<file path="config.mk">
export PLATFORM = sky130hd
export DESIGN_NAME = regfile_param
export DESIGN_NICKNAME = d
export VERILOG_FILES = /design/src/rtl/regfile_pkg.sv /design/src/rtl/regfile_clear_fsm.sv /design/src/rtl/regfile_param.sv
export SDC_FILE = /design/constraint.sdc
export NUM_CORES = 1
export LEC_CHECK = 0
export BUFFER_PORTS_ARGS = -buffer_cell sky130_fd_sc_hd__buf_2
export CORE_MARGIN = 5
export CORE_UTILIZATION = 59
export DETAILED_ROUTE_END_ITERATION = 7
export MAX_ROUTING_LAYER = met4
export PLACE_DENSITY = 0.79
export SLEW_MARGIN = 15
export SYNTH_ARGS = -nofsm -noshare
export SYNTH_HDL_FRONTEND = slang
export SYNTH_SLANG_ARGS = --single-unit
</file>
<file path="constraint.sdc">
create_clock -name Clock -period 3.6 [get_ports Clock]
set_input_delay 0.18 -clock Clock [delete_from_list [all_inputs] [get_ports Clock]]
set_output_delay 0.18 -clock Clock [all_outputs]
set_load 0.05 [all_outputs]
</file>
<file path="src/rtl/regfile_pkg.sv">
// Shared types and helpers for the parametrised register file.
package regfile_pkg;

    localparam int unsigned DEFAULT_WIDTH = 16;

    typedef enum logic {
        ST_IDLE  = 1'b0,
        ST_CLEAR = 1'b1
    } clr_state_e;

    function automatic int unsigned clog2(input int unsigned value);
        int unsigned res;
        res = 0;
        for (int unsigned p = 1; p < value; p = p << 1) begin
            res = res + 1;
        end
        return res;
    endfunction

endpackage

</file>
<file path="src/rtl/regfile_clear_fsm.sv">
// Bulk-clear sequencer: sweeps one entry per cycle from index 0 to DEPTH-1.
module regfile_clear_fsm
    import regfile_pkg::*;
#(
    parameter  int unsigned DEPTH = 16,
    localparam int unsigned AW    = clog2(DEPTH)
) (
    input  logic          clk,
    input  logic          rst_n,
    input  logic          clear,
    output logic          clr_active_c,
    output logic [AW-1:0] clr_idx,
    output logic          busy
);

    clr_state_e    state_q, state_d;
    logic [AW-1:0] idx_q, idx_d;
    logic          busy_q, busy_d;

    always_ff @(posedge clk) begin
        if (!rst_n) begin
            state_q <= ST_IDLE;
            idx_q   <= '0;
            busy_q  <= 1'b0;
        end else begin
            state_q <= state_d;
            idx_q   <= idx_d;
            busy_q  <= busy_d;
        end
    end

    // Clear requests arriving mid-sweep are ignored; exit is taken at the last index.
    always_comb begin
        state_d = state_q;
        idx_d   = idx_q;
        busy_d  = busy_q;
        case (state_q)
            ST_IDLE: begin
                if (clear) begin
                    state_d = ST_CLEAR;
                    idx_d   = '0;
                    busy_d  = 1'b1;
                end
            end
            ST_CLEAR: begin
                idx_d = idx_q + AW'(1);
                if (idx_q == AW'(DEPTH - 1)) begin
                    state_d = ST_IDLE;
                    busy_d  = 1'b0;
                end
            end
            default: begin
                state_d = ST_IDLE;
                busy_d  = 1'b0;
            end
        endcase
    end

    assign clr_active_c = (state_q == ST_CLEAR);
    assign clr_idx      = idx_q;
    assign busy         = busy_q;

endmodule

</file>
<file path="src/rtl/regfile_param.sv">
// Parametrised dual-read register file with write-through bypass and bulk clear.
module regfile_param
    import regfile_pkg::*;
#(
    parameter  int unsigned WIDTH    = DEFAULT_WIDTH,
    parameter  int unsigned DEPTH    = 16,
    parameter  bit          ZERO_REG = 1'b0,
    localparam int unsigned AW       = clog2(DEPTH)
) (
    input  logic             Clock,
    input  logic             Reset,
    input  logic             WriteEnable,
    input  logic [AW-1:0]    SelectInput,
    input  logic [WIDTH-1:0] In,
    input  logic [AW-1:0]    SelectA,
    input  logic [AW-1:0]    SelectB,
    output logic [WIDTH-1:0] A,
    output logic [WIDTH-1:0] B,
    input  logic             Clear,
    output logic             Busy,
    output logic             WriteDropped
);

    logic [WIDTH-1:0] mem_q [DEPTH];
    logic [WIDTH-1:0] mem_d [DEPTH];
    logic [WIDTH-1:0] a_q, a_d;
    logic [WIDTH-1:0] b_q, b_d;
    logic             wd_q, wd_d;
    logic             clr_active_c;
    logic [AW-1:0]    clr_idx;
    logic             wr_acc_c;

    regfile_clear_fsm #(
        .DEPTH(DEPTH)
    ) u_clear_fsm (
        .clk         (Clock),
        .rst_n       (Reset),
        .clear       (Clear),
        .clr_active_c(clr_active_c),
        .clr_idx     (clr_idx),
        .busy        (Busy)
    );

    assign wr_acc_c = WriteEnable && !clr_active_c && !(ZERO_REG && (SelectInput == '0));

    // Next storage image: accepted write, or the entry being swept.
    always_comb begin
        mem_d = mem_q;
        wd_d  = WriteEnable && !wr_acc_c;
        if (wr_acc_c) begin
            mem_d[SelectInput] = In;
        end
        if (clr_active_c) begin
            mem_d[clr_idx] = '0;
        end
    end

    // Read priority: zero register, bypass, in-flight clear, stored value.
    always_comb begin
        a_d = mem_q[SelectA];
        b_d = mem_q[SelectB];
        if (ZERO_REG && (SelectA == '0)) begin
            a_d = '0;
        end else if (wr_acc_c && (SelectA == SelectInput)) begin
            a_d = In;
        end else if (clr_active_c && (SelectA == clr_idx)) begin
            a_d = '0;
        end
        if (ZERO_REG && (SelectB == '0)) begin
            b_d = '0;
        end else if (wr_acc_c && (SelectB == SelectInput)) begin
            b_d = In;
        end else if (clr_active_c && (SelectB == clr_idx)) begin
            b_d = '0;
        end
    end

    always_ff @(posedge Clock) begin
        if (!Reset) begin
            for (int unsigned i = 0; i < DEPTH; i++) begin
                mem_q[i] <= '0;
            end
            a_q  <= '0;
            b_q  <= '0;
            wd_q <= 1'b0;
        end else begin
            mem_q <= mem_d;
            a_q   <= a_d;
            b_q   <= b_d;
            wd_q  <= wd_d;
        end
    end

    assign A            = a_q;
    assign B            = b_q;
    assign WriteDropped = wd_q;

endmodule

</file>
==> results of run 1 <==
-- routing by layer --
metal | vias up | track usage (%) | routed length, um
met5 | - | - | 0
met4 | 0 | 21.6 | 3700
met3 | 298 | 10.0 | 7000
met2 | 1098 | 53.5 | 22200
met1 | 6302 | 43.5 | 17000
li1 | 5720 | - | -
-- final timing paths --
check | startpoint | endpoint | slack (ns) | cells after the start
setup / recovery | u_clear_fsm.clr_active_c$_SDFF_PN0_ | mem_q[57]$_SDFF_PN0_ | 0.85 | 4
hold / removal | In[4] | mem_q[20]$_SDFF_PN0_ | 0.03 | 3
setup reg to reg | u_clear_fsm.clr_active_c$_SDFF_PN0_ | mem_q[57]$_SDFF_PN0_ | 0.85 | 4
hold reg to reg | mem_q[20]$_SDFF_PN0_ | mem_q[20]$_SDFF_PN0_ | 0.47 | 2
-- cell usage in the layout (no fill, tap or decap), drive strengths merged, types with 3 or more instances in the layout --
cell / count
nand2: 471
dfxtp: 295
a21oi: 260
mux4: 128
buf: 107
nand3: 71
a22o: 64
nor2: 45
clkbuf: 39
o32ai: 32
inv: 21
o21ai: 19
xnor2: 10
clkinv: 8
bufinv: 7
nor2b: 7
xor2: 6
nand2b: 4
and2: 4
ha: 4
nor3: 4
and3: 3
-- through the flow --
step	hold WS, ns	util [%]
after detailed placement	0.458	61.5
final	0.0300	66.2
after CTS	0.0207	66.2
after global placement	0.449	61.5
after floorplan	0.316	-
after global routing	0.0437	66.2
-- where the power goes --
part	total [uW]	switching, uW	internal (uW)
clock network	3540	1370	2180
logic	622	442	179
registers	3330	31.2	3300
total	7500	1840	5660
-- sequential cells by signal, summed over array words and instances, names as in the netlist --
name and cells:
mem_q 256, A 16, B 16, u_clear_fsm.clr_idx 4, WriteDropped 1, u_clear_fsm.busy 1
u_clear_fsm.clr_active_c 1
-- critical path: cells and delay by family (launching register included) --
kind,cells,cell delay [ns]
AO/OA/AOI/OAI,1,0.09
flip-flops,1,0.53
AND/OR/NAND/NOR,3,1.99
-- what timing repair did --
action | 4_1_cts | 5_1_grt
endpoints found under the setup margin | 0 | 0
hold endpoints to repair | 4 | 0
hold buffers | 2 | 0
-- final cells by class --
cell class	count	area share (%)
tap	324	2.51
antenna	2	0.0310
clock inverter	17	1.71
multi-input combinational	1147	49.2
clock buffer	39	5.30
sequential	295	36.5
inverter	21	0.488
timing repair buffer	109	4.20
-- cell families after synthesis --
group	count (synthesis)	share of synthesized area (%)
adder cells (fa/ha/maj)	4	0.342
AO/OA/AOI/OAI	378	15.4
XOR/XNOR	16	0.957
buffers and inverters	180	5.58
flip-flops	295	40.3
AND/OR/NAND/NOR	620	17.6
multiplexers	129	19.8
==> results.json, run 1 <==
{
  "status": "complete, no violations",
  "ys.flop_type": "dfxtp_1",
  "grt_overflow": 0,
  "core_area_um2": 24400,
  "start_kind": "flop",
  "period_share_pct": 76.3,
  "antenna_found_initial": 1,
  "final_nets": 1640,
  "placed_cells": 1894,
  "timing.fmax_mhz": 364,
  "drc_errors": 0,
  "hold_class": "input port to flop",
  "viasPerCell": 6.87,
  "fp.dieArea_um2": 28100,
  "synth_edf_count": 0,
  "grt_pass1_vias": 13400,
  "synth.most_common_cell": "nand2_1",
  "cts_buffers": 30,
  "area_growth_pct": 10.4,
  "die_h_um": 168,
  "synth.avg_cell_area_um2": 9.03,
  "clock_latency_ns": 0.58,
  "io_buffers": 65,
  "hold_viol": 0,
  "end_kind": "flop",
  "cts_root_buffer": "clkbuf_16",
  "place_area_um2": 15000,
  "netlist_instances": 1622,
  "tightestPinTransition_ns": 1.24,
  "cp_slowest_cell": "nor4b_1",
  "cts_htree_levels": 1,
  "yosysWarnings": 0,
  "setup_tns_ns": 0,
  "final_max_slew_viol_count": 0,
  "grt_pass1_wl_um": 77000,
  "ir_drop_mv": 0.382,
  "cellPowerDensity_nw_per_um2": 464,
  "ys_async_sr_fraction_pct": 0,
  "worstPathRequired_ns": 4.05,
  "synthTopCellsByCount": "nand2_1, dfxtp_1, a21oi_1",
  "grt_start_max_net_pins": 39,
  "yosys.cell_types.count": 40,
  "period_needed_ns": 2.75,
  "row_count": 57,
  "register_area_um2": 5910,
  "yosys.area.top_type_share_pct": 40.3,
  "worstSetupPathType": "flop to flop",
  "worst_slack_ns": 0.853,
  "maxCapViolations": 0,
  "clk_pin_slew_ns": 0.06,
  "syn-cell-area_um2": 14600,
  "cts_setup_buffers": 0,
  "die_w_um": 168,
  "drt_iter0_drc": 1968,
  "worstPathMaxFanout": 24,
  "synthesis.nets": 1658,
  "num_vias": 13400,
  "multiInputGateArea_um2": 7950,
  "post_cts_resized": 0,
  "place_congestion": 0.988,
  "place_ws_ns": 1.04,
  "p_leak_uw": 0.00542,
  "setup_viol_count_final": 0,
  "grt_setup_unrepaired": "false",
  "max-slew-margin-rel_pct": 16.5,
  "synth.yosys.seq_area_share_pct": 40.3,
  "finClkSkew_ns": 0.0231,
  "arrival_ns": 3.20,
  "grt_usage_pct": 35.9,
  "layout.cells.non_filler": 1954,
  "finalWirelength_um": 49900,
  "wl_per_cell_um": 25.5,
  "cts_num_sinks": 295,
  "cp_cell_sequence": "nor4b_1 > nand3_1 > nand2_1 > a21oi_1",
  "nFillCells": 1939,
  "drt_pass1_iterations": 8,
  "yosys.area.top_type": "dfxtp_1",
  "total_power_uw": 7500,
  "ios": 66,
  "design_area_um2": 16200,
  "clockBufferDepth": 3,
  "dp_hpwl_um": 31100,
  "cts_tree": "built",
  "ys_top_cells_by_area": "dfxtp_1, mux4_2, nand2_1",
  "ys_ff_latch": 295,
  "drive_above_1_share_pct": 18.7,
  "ant_nets": 0,
  "initial_core_util_pct": 60.0,
  "cp_slowest_stage_delay_ns": 0.85
}
Note: power is estimated with default switching activity, not from simulation.
==> run 2: changes to the inputs <==
==> constraint.sdc (replaced) <==
create_clock -name Clock -period 2.8 [get_ports Clock]
set_input_delay 0.14 -clock Clock [delete_from_list [all_inputs] [get_ports Clock]]
set_output_delay 0.14 -clock Clock [all_outputs]
set_load 0.05 [all_outputs]
==> run 2 against run 1 <==
Effect of this change: first-iteration DRC count shrank 11%; worst setup slack got worse by 0.36 ns; global-route usage shrank 0.91 points; clock power grew 7.3%; sequential share of layout area about the same; worst hold slack worse by 0.019 ns; final cell count rose by 1.1%; sequential power increased by 29%; critical path depth up 1; wire length shrank 1.8%; critical path type unchanged; largest cell class unchanged.
==> results.json, run 2 (synthesis gave the netlist of run 1 again) <==
{
  "status": "complete, no violations",
  "final_util_pct": 66.3,
  "drt_pass1_iterations": 8,
  "period_share_pct": 82.3,
  "cp_slowest_cell": "nor3_4",
  "row_count": 57,
  "multiInputGateArea_um2": 7940,
  "layout_common_cells": "nand2_1, dfxtp_1, a21oi_1",
  "pwr-share-seq_pct": 48.1,
  "final_nets": 1666,
  "cts_buffers": 30,
  "rrSetupSlack_ns": 0.50,
  "hold_viol": 0,
  "final_common_cell": "nand2_1",
  "drc_errors": 0,
  "antenna_found_initial": 3,
  "grt_usage_pct": 35.0,
  "regMostFlops": "mem_q",
  "worstSetupPathType": "flop to flop",
  "clockBufferDepth": 3,
  "layout.cells.non_filler": 1975,
  "grt_pass1_wl_um": 75100,
  "grt_pass1_vias": 13400,
  "grt_setup_unrepaired": "false",
  "io_buffers": 65,
  "nFillCells": 1962,
  "dp_hpwl_um": 30800,
  "hold_class": "input port to flop",
  "p_sw_uw": 2220,
  "p_leak_uw": 0.00543,
  "placed_cells": 1918,
  "end_kind": "flop",
  "clkPwrFrac_pct": 42.7,
  "timing.fmax_mhz": 434,
  "initial_core_util_pct": 60.0,
  "wl_per_cell_um": 24.8,
  "cts_setup_buffers": 0,
  "cellPowerDensity_nw_per_um2": 551,
  "p_sw_share_pct": 25.0,
  "cts_num_sinks": 295,
  "ios": 66,
  "worstPathMaxFanout": 16,
  "period_needed_ns": 2.30,
  "clk_pin_slew_ns": 0.06,
  "cp_slowest_stage_delay_ns": 0.63,
  "drt_iter0_drc": 1744,
  "final_max_slew_viol_count": 0,
  "wl_met3_um": 6750,
  "intPower_uw": 6680,
  "start_kind": "flop",
  "finClkSkew_ns": 0.0217,
  "cp_cell_sequence": "buf_4 > or4b_4 > nor3_4 > nand2_1 > a21oi_1",
  "p_comb_share_pct": 9.2,
  "area_growth_pct": 10.5,
  "drive_above_1_share_pct": 18.6,
  "fp.dieArea_um2": 28100,
  "worstPathRequired_ns": 3.28,
  "die_w_um": 168,
  "grt_start_max_net_pins": 67,
  "ir_drop_mv": 0.379,
  "wl_met1_um": 16900,
  "setup_tns_ns": 0,
  "grt_overflow": 0,
  "tightestPinTransition_ns": 1.05,
  "ant_nets": 0,
  "cts_htree_levels": 1,
  "place_congestion": 0.969,
  "core_area_um2": 24400,
  "cts_tree": "built",
  "post_cts_resized": 0,
  "arrival_ns": 2.78,
  "maxCapViolations": 0,
  "die_h_um": 168,
  "num_vias": 13400,
  "finalWirelength_um": 49000,
  "largest_register_ff_count": 256,
  "register_area_um2": 5910,
  "setup_viol_count_final": 0,
  "clock_latency_ns": 0.57,
  "top_layer": "met4",
  "viasPerCell": 6.77,
  "met2_length_um": 22100,
  "cts_root_buffer": "clkbuf_16",
  "max-slew-margin-rel_pct": 29.2
}
## run 2: what timing repair did
action                                  4_1_cts  5_1_grt
hold buffers                                  4        0
endpoints found under the setup margin        0        0
endpoints found under the hold margin        14        0
## run 2: area by class of cell
type,count,share of cell area (%)
antenna,3,0.0464
clock buffer,48,5.38
clock inverter,2,0.232
inverter,21,0.487
multi-input combinational,1147,49.1
sequential,295,36.5
tap,324,2.51
timing repair buffer,135,5.74
## run 2: per-stage QoR
step | total power [uW] | cell area (um^2) | hold slack [ns] | setup WS, ns
2_1_floorplan | 4890 | 14600 | 0.276 | 1.09
3_3_place_gp | 5140 | 15200 | 0.435 | 0.685
3_5_place_dp | 5160 | 15200 | 0.440 | 0.599
4_1_cts | 8880 | 16200 | 0.00196 | 0.541
5_1_grt | 9130 | 16200 | 0.0174 | 0.417
6_report | 8900 | 16200 | 0.0107 | 0.497
## run 2: path summary, 6_finish.rpt
path / depth (start not counted) / start / to
worst max-delay path: 5 / u_clear_fsm.clr_active_c$_SDFF_PN0_ / mem_q[245]$_SDFF_PN0_
worst min-delay path: 3 / In[4] / mem_q[20]$_SDFF_PN0_
worst max register to register: 5 / u_clear_fsm.clr_active_c$_SDFF_PN0_ / mem_q[245]$_SDFF_PN0_
worst min register to register: 2 / mem_q[43]$_SDFF_PN0_ / mem_q[43]$_SDFF_PN0_
## run 2: worst max-delay path: cells and delay by family, from the launching register on
kind,cells,cell delay [ns]
flops,1,0.42
compound gates,1,0.16
simple gates,3,1.40
buf+inv,1,0.23
## run 2: layer usage
metal / vias to the layer above / global-route usage (%)
li1: 5754 / -
met1: 6301 / 44.0
met2: 1067 / 52.7
met3: 257 / 8.30
met4: 0 / 18.6
met5: - / -
## run 2: power by group through the flow
stage	clock (uW)	combinational, uW	sequential (uW)
after global routing	4000	845	4280
after floorplan	0	501	4390
after global placement	0	771	4370
final	3800	820	4280
after detailed placement	0	785	4370
after CTS	3810	791	4280
